--- src/rtl/tone_synth_if.sv ---
// Tone-index input and square-wave output bundle between the note sequencer
// (master) and the tone synthesizer (slave).
interface tone_synth_if;
  logic [6:0]  tone;
  logic        mute;
  logic        speaker;
  logic        active;
  logic [20:0] half_period;

  modport master (
    output tone, mute,
    input  speaker, active, half_period
  );

  modport slave (
    input  tone, mute,
    output speaker, active, half_period
  );
endinterface

--- src/rtl/tone_synth.sv ---
// 50 % duty square-wave synthesizer for equal-tempered notes at clk = 50 MHz.
// Pitch changes take effect only at half-period boundaries, so the output never glitches.
module tone_synth #(
  parameter int TONE_MIN = 21,
  parameter int TONE_MAX = 108
) (
  input  logic         clk,
  input  logic         rst,
  tone_synth_if.slave  syn_if
);

  localparam logic [6:0] TMIN = 7'(TONE_MIN);
  localparam logic [6:0] TMAX = 7'(TONE_MAX);

  logic [6:0]  tone_q, tone_d;
  logic [20:0] pend_q, pend_d;
  logic [20:0] cnt_q, cnt_d;
  logic [20:0] cur_q, cur_d;
  logic        speaker_q, speaker_d;
  logic        active_q, active_d;

  logic [3:0]  oct;
  logic [3:0]  rem;
  logic [20:0] base;

  always_comb begin
    tone_d = syn_if.tone;
    if (syn_if.mute || (syn_if.tone < TMIN) || (syn_if.tone > TMAX))
      tone_d = 7'd0;
  end

  // Octave/semitone split by threshold compare; tone_q never exceeds 127, so at most 10 octaves.
  always_comb begin
    oct = 4'd0;
    rem = tone_q[3:0];
    for (int i = 1; i <= 10; i++) begin
      if (tone_q >= 7'(12 * i)) begin
        oct = 4'(i);
        rem = 4'(tone_q - 7'(12 * i));
      end
    end
  end

  always_comb begin
    case (rem)
      4'd0:    base = 21'd1528902;
      4'd1:    base = 21'd1443093;
      4'd2:    base = 21'd1362101;
      4'd3:    base = 21'd1285651;
      4'd4:    base = 21'd1213492;
      4'd5:    base = 21'd1145381;
      4'd6:    base = 21'd1081095;
      4'd7:    base = 21'd1020421;
      4'd8:    base = 21'd963150;
      4'd9:    base = 21'd909091;
      4'd10:   base = 21'd858069;
      4'd11:   base = 21'd809908;
      default: base = 21'd0;
    endcase
  end

  // BASE holds octave 0 periods; octave n is BASE >> (n-1) since the table is one octave low.
  always_comb begin
    pend_d = 21'd0;
    if (tone_q != 7'd0)
      pend_d = base >> (oct - 4'd1);
  end

  always_comb begin
    cnt_d     = cnt_q;
    cur_d     = cur_q;
    speaker_d = speaker_q;
    active_d  = active_q;
    if (cur_q == 21'd0) begin
      if (pend_q != 21'd0) begin
        cur_d     = pend_q;
        cnt_d     = pend_q - 21'd1;
        speaker_d = 1'b1;
        active_d  = 1'b1;
      end
    end else if (cnt_q != 21'd0) begin
      cnt_d = cnt_q - 21'd1;
    end else if (pend_q != 21'd0) begin
      cur_d     = pend_q;
      cnt_d     = pend_q - 21'd1;
      speaker_d = ~speaker_q;
    end else begin
      // Boundary with nothing pending: finish silently and return to idle.
      cur_d     = 21'd0;
      cnt_d     = 21'd0;
      speaker_d = 1'b0;
      active_d  = 1'b0;
    end
  end

  always_ff @(posedge clk or posedge rst) begin
    if (rst) begin
      tone_q    <= 7'd0;
      pend_q    <= 21'd0;
      cnt_q     <= 21'd0;
      cur_q     <= 21'd0;
      speaker_q <= 1'b0;
      active_q  <= 1'b0;
    end else begin
      tone_q    <= tone_d;
      pend_q    <= pend_d;
      cnt_q     <= cnt_d;
      cur_q     <= cur_d;
      speaker_q <= speaker_d;
      active_q  <= active_d;
    end
  end

  assign syn_if.speaker     = speaker_q;
  assign syn_if.active      = active_q;
  assign syn_if.half_period = cur_q;

endmodule

--- src/flat_wrapper.sv ---
// flat-port wrapper written by rule: the top's interface ports become plain ports
module tone_synth_flat 
#(
  parameter int TONE_MIN = 21,
  parameter int TONE_MAX = 108
)
  (clk, rst, syn_if_tone, syn_if_mute, syn_if_speaker, syn_if_active, syn_if_half_period);
  tone_synth_if syn_if_i ();
  input  logic clk;
  input  logic rst;
  input wire logic [$bits(syn_if_i.tone)-1:0] syn_if_tone;
  input wire logic [$bits(syn_if_i.mute)-1:0] syn_if_mute;
  output wire logic [$bits(syn_if_i.speaker)-1:0] syn_if_speaker;
  output wire logic [$bits(syn_if_i.active)-1:0] syn_if_active;
  output wire logic [$bits(syn_if_i.half_period)-1:0] syn_if_half_period;
  assign syn_if_i.tone = syn_if_tone;
  assign syn_if_i.mute = syn_if_mute;
  assign syn_if_speaker = syn_if_i.speaker;
  assign syn_if_active = syn_if_i.active;
  assign syn_if_half_period = syn_if_i.half_period;
  tone_synth #(.TONE_MIN(TONE_MIN), .TONE_MAX(TONE_MAX)) u_core (.clk(clk), .rst(rst), .syn_if(syn_if_i));
endmodule
--- config.mk ---
export PLATFORM = sky130hd
export DESIGN_NAME = tone_synth_flat
export DESIGN_NICKNAME = d
export VERILOG_FILES = /design/src/rtl/tone_synth_if.sv /design/src/rtl/tone_synth.sv /design/src/flat_wrapper.sv
export SDC_FILE = /design/constraint.sdc
export NUM_CORES = 1
export LEC_CHECK = 0
export ABC_CLOCK_PERIOD_IN_PS = 4300
export CORE_MARGIN = 2
export CORE_UTILIZATION = 40
export CTS_BUF_LIST = sky130_fd_sc_hd__clkbuf_4 sky130_fd_sc_hd__clkbuf_8
export DETAILED_ROUTE_END_ITERATION = 10
export HOLD_SLACK_MARGIN = 0.1
export PLACE_DENSITY = 0.67
export SLEW_MARGIN = 20
export SYNTH_ARGS = -nofsm -noshare
export SYNTH_HDL_FRONTEND = slang
export SYNTH_SLANG_ARGS = --single-unit
--- constraint.sdc ---
create_clock -name clk -period 4.3 [get_ports clk]
set_input_delay 0.86 -clock clk [delete_from_list [all_inputs] [get_ports clk]]
set_output_delay 0.86 -clock clk [all_outputs]
set_load 0.03 [all_outputs]
==> results.toml <==
[power_and_ir_drop]
p_leak_uw = 0.00249
clockPowerShare_pct = 17.0
power_density_mw_per_mm2 = 532
p_int_uw = 1860
peakVddDrop_mv = 0.168
switching_share_pct = 45.3
switchingPower_uw = 1540
combPwrFrac_pct = 49.4
pwr-share-seq_pct = 33.6

[yosys]
synth-edff-count = 0
synth_most_common_cell = "nor2_1"
synthDistinctLibCells = 78
synthTopCellsByCount = "nor2_1 (91), dfrtp_1 (72), o21ai_0 (63)"
synth_top_area_share_pct = 32.2
yosysSeqAreaShare_pct = 32.2
synth_top_area_cell = "dfrtp_1"
synth_area_per_cell_sq_um = 7.95
synth_ff_type = "dfrtp_1"
synth_area_leaders = "dfrtp_1 (32%), nor2_1 (6.1%), o21ai_0 (5.6%), a21oi_1 (4.7%), nor3_1 (3.6%)"
synth.net_count = 728
ys_warn_count = 0
syn_area_sq_mm = 0.00559
ys_seq_elements = 72
syn_inst = 703
synthArstFlopShare_pct = 100

[drt]
vias_per_cell = 6.32
ant_nets = 0
vias = 5766
dr.pass1.iters = 6
wire_per_inst_microns = 19.5
drtIter0Drc = 766
wl_mm = 17.8
drc = 0

[place]
pre_cts_slack_ps = 414
gp_congestion = 0.959
dpl.hpwl_mm = 13.0
place_area_sq_mm = 0.00616
io_buffers = 32

[floorplanning]
ios = 33
initial_core_util_pct = 40.6
core-area_sq_mm = 0.0138
fp.dieArea_sq_mm = 0.0149
rows = 43
dieHeight_microns = 122
die_x_microns = 122

[clocking]
clock-sinks = 72
post_cts_buffers = 0
clock_path_buffers = 2
cts_tree = "done"
cts_max_level = 3
cts-root-buf = "clkbuf_8"
cts_resized = 0
cts_hold_buf = 0
cts_made_buffers = 9
clkSlewWorstSetupHoldPaths_ps = 80
insertion_delay_ps = 360

[critical_path]
crit_arrival_ps = 4260
required_ps = 4580
critPathBufInv = 1
worstReg2RegEnd = "u_core.pend_q[6]$_DFF_PP0_"
cp_slowest_cell = "dfrtp_1"
cpPeakStageDelay_ps = 540
critPathKind = "register to register"
crit_cells = 11
cp_cell_sequence = "inv_1, ha_1, or3b_4, a21o_1, o2111ai_2, o2111a_1, nand2_1, o32a_1, and2_1, mux4_2, a211oi_2"
r2r_start = "u_core.tone_q[3]$_DFF_PP0_"
crit_path_end_kind = "register"
ff2ff_setup_slack_ps = 320
worstPathMaxFanout = 15
crit_path_start_kind = "register"
reg2reg_depth = 11
crit_family = "compound AO/OA/AOI/OAI gates"

[min_path]
hold_depth = 2
min_from = "u_core.cnt_q[10]$_DFFE_PP0P_"
hold_path.class = "register to register"
hold_end = "u_core.cnt_q[10]$_DFFE_PP0P_"

[timing]
max-slew-margin-rel_pct = 47.8
skew_ps = 8.86
setup_tns_ps = 0
tightest_slew_ps = 782
rsz0062_at_grt = "no"
min_period_ps = 3980
finalSetupViolations = 0
timing.fmax_mhz = 251
slew_viol_final = 0
hold_viol_final = 0
setup_slack_ps = 317
period_share_pct = 92.6

[global_route]
grt_use_met2_pct = 36.5
busiest_layer = "met2"
grt_use_met1_pct = 33.5
grt_pass1_wl_mm = 28.3
overflow = 0
grtUsageMet3_pct = 4.26
grt_pass1_vias = 5301
grt_max_degree = 43
grt_util_all_layers_pct = 24.1
antenna_found_initial = 0

[flow_run]
drv_cap = 0

[finish]
area_delta_synth_final_pct = 14.1
layout-drive-gt1-share_pct = 10.1
utilization_pct = 46.3
finalInstanceArea_sq_mm = 0.00638
antennaDiodeCount = 0
fill_cells = 1370
fin_nets = 753

[status]
status = "finished clean"
==> tightest hold or removal path, stage by stage, from the launching register on <==
cell and delay (ps):
dfrtp_1 340, o21ai_0 80, o21ai_0 60
==> state kept, by name (all words and copies together) (netlist names) <==
signal	flops
u_core.pend_q	21
u_core.tone_q	7
u_core.syn_if.active	1
u_core.syn_if.half_period	21
u_core.syn_if.speaker	1
u_core.cnt_q	21
==> layout by cell type (no fill, tap or decap), drive strengths merged, types with 7 or more instances in the layout <==
cell           netlist  layout
o21ai               66      66
ha                  15      15
inv                 23      28
clkbuf              33       9
xnor2               12      12
dfrtp               72      72
o22ai               12      12
a31oi               14      14
nand2               46      46
a211oi              13      13
nor3                41      41
a21oi               53      53
nor2                93      93
nor4                17      17
buf                 18      33
o211ai               7       7
xor2                 7       7
a22o                20      20
and2                 9       9
clkdlybuf4s50        0      32
nand3               14      14
==> power by group through the flow <==
stage	logic, uW	clock network [uW]	registers [uW]
6_report	1670	577	1140
5_1_grt	1830	615	1170
4_1_cts	1660	586	1140
3_5_place_dp	1650	0	1150
3_3_place_gp	1630	0	1140
2_1_floorplan	1020	0	1230
==> worst max path at each step <==
stage	end	start	slack, ps
floorplan	u_core.pend_q[7]$_DFF_PP0_	u_core.tone_q[2]$_DFF_PP0_	440
global placement	u_core.pend_q[6]$_DFF_PP0_	u_core.tone_q[3]$_DFF_PP0_	440
detailed placement	u_core.pend_q[6]$_DFF_PP0_	u_core.tone_q[3]$_DFF_PP0_	410
finish	u_core.pend_q[6]$_DFF_PP0_	u_core.tone_q[3]$_DFF_PP0_	320
CTS	u_core.pend_q[0]$_DFF_PP0_	u_core.tone_q[3]$_DFF_PP0_	380
global route	u_core.pend_q[4]$_DFF_PP0_	u_core.tone_q[3]$_DFF_PP0_	60
==> cell type report <==
class	count	area (sq um)	share of cell area, %
multi-input cells	557	3490	54.7
flip-flops and latches	72	1800	28.3
repair buffers	65	568	8.91
well taps	180	225	3.53
clock buffers	9	124	1.94
inverters	23	86.3	1.35
clock inverters	7	83.8	1.31
==> logic make-up after synthesis <==
kind of cell,Yosys count,share of synthesized area [%]
AND/OR/NAND/NOR,261,22.8
AO/OA/AOI/OAI,250,29.9
buffers and inverters,74,5.55
flip-flops,72,32.2
XOR/XNOR,19,2.98
adder cells (fa/ha/maj),15,3.36
multiplexers,12,3.16
==> stage by stage <==
step / hold WS (ps) / power [uW] / std cells
floorplan: 471 / 2250 / 703
CTS: 525 / 3380 / 913
finish: 520 / 3390 / 913
global route: 552 / 3620 / 913
global placement: 490 / 2770 / 897
detailed placement: 506 / 2800 / 897
==> per-layer routing <==
| layer | vias up | wire, microns |
|---|---|---|
| met4 | 0 | 690 |
| met2 | 281 | 8070 |
| li1 | 2703 | - |
| met5 | - | 0 |
| met1 | 2727 | 7920 |
| met3 | 55 | 1150 |
Note: power is estimated with default switching activity, not from simulation.
